### src/rtl/leaf_out_arbiter.sv
// leaf_out_arbiter
// Round-robin arbiter sharing one leaf_interface output port among NUM_REQ user
// output streams. A grant is held for a burst of up to BURST_LEN words. The
// granted stream is passed through combinationally, so the data path has zero
// latency. Choosing a new grant costs one IDLE cycle.
//
// Ports
//   clk                 clock, rising edge
//   ap_rst_n            asynchronous reset, active low
//   enable              new grants are issued only while high
//   din_user2arb        stream i data at [i*PAYLOAD_BITS +: PAYLOAD_BITS]
//   vld_user2arb        per-stream valid
//   ack_arb2user        per-stream ack, one-hot or zero
//   dout_arb2interface  muxed data to leaf_interface
//   vld_arb2interface   valid to leaf_interface
//   ack_interface2arb   ack from leaf_interface
//   src_id              index of the granted stream, 0 when idle
//   last                final word of the current burst
//   busy                high while a grant is held
module leaf_out_arbiter #(
  parameter int unsigned NUM_REQ      = 4,
  parameter int unsigned NUM_REQ_BITS = 2,
  parameter int unsigned PAYLOAD_BITS = 32,
  parameter int unsigned BURST_LEN    = 16
) (
  input  logic                            clk,
  input  logic                            ap_rst_n,
  input  logic                            enable,
  input  logic [NUM_REQ*PAYLOAD_BITS-1:0] din_user2arb,
  input  logic [NUM_REQ-1:0]              vld_user2arb,
  output logic [NUM_REQ-1:0]              ack_arb2user,
  output logic [PAYLOAD_BITS-1:0]         dout_arb2interface,
  output logic                            vld_arb2interface,
  input  logic                            ack_interface2arb,
  output logic [NUM_REQ_BITS-1:0]         src_id,
  output logic                            last,
  output logic                            busy
);

  localparam int unsigned CntBits = $clog2(BURST_LEN + 1);
  localparam logic [CntBits-1:0] CntMax = CntBits'(BURST_LEN - 1);
  localparam logic [NUM_REQ_BITS-1:0] LastIdx = NUM_REQ_BITS'(NUM_REQ - 1);

  typedef enum logic [0:0] {StIdle, StGrant} state_e;

  state_e                  state_q;
  logic [NUM_REQ_BITS-1:0] grant_q;
  logic [NUM_REQ_BITS-1:0] rr_ptr_q;
  logic [CntBits-1:0]      cnt_q;

  logic                    pick_found;
  logic [NUM_REQ_BITS-1:0] pick_idx;
  logic [NUM_REQ_BITS-1:0] cand_idx;
  int unsigned             cand;
  logic                    vld_g;
  logic                    xfer;

  // First valid stream scanning rr_ptr, rr_ptr+1, ... with explicit wrap so a
  // non-power-of-2 NUM_REQ never indexes past the last stream.
  always_comb begin
    pick_found = 1'b0;
    pick_idx   = '0;
    cand       = 0;
    cand_idx   = '0;
    for (int unsigned k = 0; k < NUM_REQ; k++) begin
      cand = 32'(rr_ptr_q) + k;
      if (cand >= NUM_REQ) begin
        cand = cand - NUM_REQ;
      end
      cand_idx = NUM_REQ_BITS'(cand);
      if (!pick_found && vld_user2arb[cand_idx]) begin
        pick_found = 1'b1;
        pick_idx   = cand_idx;
      end
    end
  end

  // Zero-latency pass-through of the granted stream; everything idles at 0.
  always_comb begin
    dout_arb2interface = '0;
    ack_arb2user       = '0;
    vld_g              = 1'b0;
    if (state_q == StGrant) begin
      for (int unsigned i = 0; i < NUM_REQ; i++) begin
        if (grant_q == NUM_REQ_BITS'(i)) begin
          dout_arb2interface = din_user2arb[i*PAYLOAD_BITS +: PAYLOAD_BITS];
          vld_g              = vld_user2arb[i];
          ack_arb2user[i]    = ack_interface2arb;
        end
      end
    end
  end

  assign vld_arb2interface = vld_g;
  assign xfer              = vld_g & ack_interface2arb;
  assign busy              = (state_q == StGrant);
  assign src_id            = busy ? grant_q : '0;
  assign last              = vld_g & (cnt_q == CntMax);

  always_ff @(posedge clk or negedge ap_rst_n) begin
    if (!ap_rst_n) begin
      state_q  <= StIdle;
      grant_q  <= '0;
      rr_ptr_q <= '0;
      cnt_q    <= '0;
    end else begin
      unique case (state_q)
        StIdle: begin
          if (enable && pick_found) begin
            grant_q <= pick_idx;
            cnt_q   <= '0;
            state_q <= StGrant;
          end
        end
        StGrant: begin
          // A gap in the granted stream ends the burst early, without a transfer.
          if (!vld_g || (xfer && (cnt_q == CntMax))) begin
            rr_ptr_q <= (grant_q == LastIdx) ? '0 : grant_q + 1'b1;
            cnt_q    <= '0;
            state_q  <= StIdle;
          end else if (xfer) begin
            cnt_q <= cnt_q + 1'b1;
          end
        end
        default: state_q <= StIdle;
      endcase
    end
  end

endmodule

### config.mk
export PLATFORM = sky130hd
export DESIGN_NAME = leaf_out_arbiter
export DESIGN_NICKNAME = d
export VERILOG_FILES = /design/src/rtl/leaf_out_arbiter.sv
export SDC_FILE = /design/constraint.sdc
export NUM_CORES = 1
export LEC_CHECK = 0
export ABC_AREA = 1
export ABC_CLOCK_PERIOD_IN_PS = 4870
export BUFFER_PORTS_ARGS = -buffer_cell sky130_fd_sc_hd__buf_2
export CORE_MARGIN = 5
export CORE_UTILIZATION = 40
export CTS_CLUSTER_DIAMETER = 200
export DETAILED_ROUTE_END_ITERATION = 8
export PLACE_DENSITY = 0.86
export SLEW_MARGIN = 20
export SYNTH_ARGS = -nofsm -noshare
export SYNTH_HDL_FRONTEND = slang
export SYNTH_SLANG_ARGS = --single-unit
### constraint.sdc
create_clock -name clk -period 4.87 [get_ports clk]
set_input_delay 0.7305 -clock clk [delete_from_list [all_inputs] [get_ports clk]]
set_output_delay 0.7305 -clock clk [all_outputs]
set_load 0.02 [all_outputs]
==> metrics.txt <==
outcome=completed; CP Capture Point=last; Syn-to-layout area delta=46.96%; total of max-cap violations=0; cell count after synthesis=337; final-report setup violation count=0; Routed Antenna Nets=0; Crit. End Element=output port; number of diodes=0; sequential fraction of the synthesis area=13.06%; CTS tree=built; Final Routed Wirelength=between 8 and 9 mm; Leakage Power=around 1.6 nW; area occupied by multi-input gates=around 0.0015 mm2; WL/cell=14.81 um; Port-buffer cells=176; Slew Limit Fails=0; postcts setup bufs=0; largest net degree at the start of global routing=41; CP startpoint=grant_q[0]$_DFFE_PN0P_; global route overflow=0; R2R cell count=11; die width=79.20 um; worst reg2reg endpoint=rr_ptr_q[0]$_DFFE_PN0P_; Worst path top cell family by delay=buffers and inverters; Clk pin slew, worst setup/hold paths=50 ps; first-pass GRT wire length=around 12 mm; crit-path cells=ha_1 > inv_2 > nand2_1 > a21oi_1 > nand2_1 > a21oi_1 > buf_2; cts bufs inserted=3; setup ws final=1422 ps; worst skew pair latency=240 ps; final setup TNS=0 ps; clock skew=roughly 2.4 ps; RSZ-0062 raised after global routing=false; gpl congestion=approximately 0.92; Worst slew margin=a little under three fifths; part of the power in combinational logic=83.6%; worst slew pin tran=642.5 ps; CP max stage delay=530 ps; layout net count=636; R2R setup slack=2080 ps; CP Buf/Inv Count=2; Die ar.=0.006273 mm2; slowest stage cell, crit path=inv_2; Yosys warnings=0; final hold violations=0; Worst R2R Start=grant_q[0]$_DFFE_PN0P_; Clock Path Buffers=2; share of cells above drive strength 1=41.58%; clock root buffer=clkbuf_8; Synth Register Bits=10; sequential standard cell area=between 200 and 300 um2; WP data arrival=2720 ps; min Tclk post-route=about 3400 ps; H-tree depth=1; CTS sink count=10; CP Depth=7; switching share of power=61.50%; cell row count=25; all-layer global routing usage=approximately 24%; chip height=slightly below 80 um; number of distinct library cells after synthesis=29; HP Class=primary input to async pin; initial core utilization=40.83%; post-DP HPWL=around 6.6 mm; CP required=roughly 4100 ps; # DRC=0; Critical Path Fanout Max=40; Fill cells=471; pre-CTS setup slack=1676 ps; # resized after CTS=0; P_int=0.6730 mW; final worst-path cycle share=70.80%; via count=2942; critical path class=flip-flop to output port; Post-Syn Nets=479; syn_area_per_cell=5.684 um2; Clock power frac=6.0%; Core ar.=0.004692 mm2; vias in the first global route=2662; startpoint types=flip-flop; Net Switching=roughly 1.1 mW; Fmax=0.2900 GHz; DR pass1 iterations=5; initial antenna violation count=0; Cell Pwr Density=621.0 mW/mm2; peak supply drop=0.3209 mV; Top Ports=between 150 and 200; DR iter-0 viols=189; Post-Syn Area=0.001916 mm2; vias per cell=~5.4; post-cts hold buffer count=0; Flop pwr share=10.5%
-- how the worst min path moves through the flow --
stage | cells after the start | slack, ps | endpoint | start
3_3_place_gp | 2 | 460 | cnt_q[4]$_DFFE_PN0P_ | cnt_q[4]$_DFFE_PN0P_
4_1_cts | 1 | 350 | cnt_q[1]$_DFFE_PN0P_ | ap_rst_n
2_1_floorplan | 0 | 430 | busy$_DFF_PN0_ | ap_rst_n
5_1_grt | 1 | 350 | cnt_q[1]$_DFFE_PN0P_ | ap_rst_n
6_report | 1 | 350 | cnt_q[2]$_DFFE_PN0P_ | ap_rst_n
3_5_place_dp | 2 | 480 | cnt_q[4]$_DFFE_PN0P_ | cnt_q[4]$_DFFE_PN0P_
-- cell type report --
class | instances | share of cell area (%)
multi-input combinational | 278 | 51.82
timing repair buffer | 178 | 31.82
sequential | 10 | 8.933
inverter | 23 | 3.067
tap | 54 | 2.400
clock buffer | 4 | 1.956
-- flip-flops by register name, indices dropped and copies added (netlist names) --
register  count
cnt_q         5
grant_q       2
rr_ptr_q      2
busy          1
-- metal layers --
layer / vias up / GRT usage (%) / wire, um
li1: 1473 / - / -
met3: 14 / 3.741 / 783
met2: 150 / 44.11 / 4118
met1: 1305 / 29.16 / 3064
met4: 0 / 6.014 / 131
met5: - / 0 / 0
-- cells in the final DEF, fill, tap and decap left out, types with 2 or more instances in the layout --
cell type / Yosys / final
buf_4: 1 / 2
o21ai_0: 45 / 45
nor3_1: 3 / 3
inv_1: 17 / 17
nor2_1: 7 / 7
o21ai_2: 2 / 2
inv_2: 6 / 6
nand3_1: 27 / 27
nand2_4: 6 / 6
nand2_1: 85 / 85
ha_1: 6 / 6
clkbuf_8: 1 / 4
nand2_2: 6 / 6
a21oi_1: 40 / 40
a22oi_1: 16 / 16
a22o_1: 5 / 5
buf_2: 7 / 176
dfrtp_1: 10 / 9
o21ai_1: 22 / 22
-- metrics by stage --
step	total power [mW]	std cells	hold WS [ps]	cell area, um2	util, %
after global placement	1.609	543	455.5	2759	58.80
final	1.748	547	348.1	2815	60.00
after global routing	1.933	547	349.1	2815	60.00
after CTS	1.753	547	347.6	2814	59.97
after detailed placement	1.640	543	478.9	2759	58.80
after floorplan	1.261	337	434.9	1916	-
-- kinds of logic after synthesis --
group                      synth area share, %
DFF                                      13.06
adders and majority gates                3.919
buffers and inverters                    10.78
and+or+nand+nor                          33.18
xor gates and xnor gates                0.9146
AOI/OAI and AO/OA                        38.15
-- cells in the mapped netlist --
| cell type | instances | share of area (%) |
|---|---|---|
| clkbuf_8 | 1 | 0.72 |
| buf_1 | 1 | 0.20 |
| dfrtp_1 | 10 | 13 |
| nor2_1 | 7 | 1.4 |
| a21oi_1 | 40 | 10 |
| clkbuf_1 | 16 | 3.1 |
| nand2_4 | 6 | 3.5 |
| xnor2_1 | 1 | 0.46 |
| nor2_4 | 1 | 0.59 |
| nor3_1 | 3 | 0.78 |
| o21ai_2 | 2 | 0.91 |
| and3_1 | 1 | 0.33 |
| o21ai_0 | 45 | 12 |
| buf_2 | 7 | 1.8 |
| buf_4 | 1 | 0.39 |
| xor2_1 | 1 | 0.46 |
| a31oi_1 | 1 | 0.33 |
| nand2_1 | 85 | 17 |
| nand2_2 | 6 | 2.0 |
| o21ai_1 | 22 | 5.7 |
| nand3b_1 | 1 | 0.39 |
| a22oi_1 | 16 | 6.3 |
| o211ai_1 | 1 | 0.39 |
| nand3_1 | 27 | 7.1 |
| inv_2 | 6 | 1.2 |
| a22o_1 | 5 | 2.3 |
| nand3_2 | 1 | 0.52 |
| ha_1 | 6 | 3.9 |
| inv_1 | 17 | 3.3 |
-- power by group through the flow --
stage | Sequential (mW) | Combinational [mW] | Clock, mW
global placement | 0.179 | 1.43 | 0
detailed placement | 0.182 | 1.46 | 0
global route | 0.192 | 1.63 | 0.111
floorplan | 0.137 | 1.12 | 0
CTS | 0.181 | 1.47 | 0.107
finish | 0.183 | 1.46 | 0.105
Note: power is estimated with default switching activity, not from simulation.
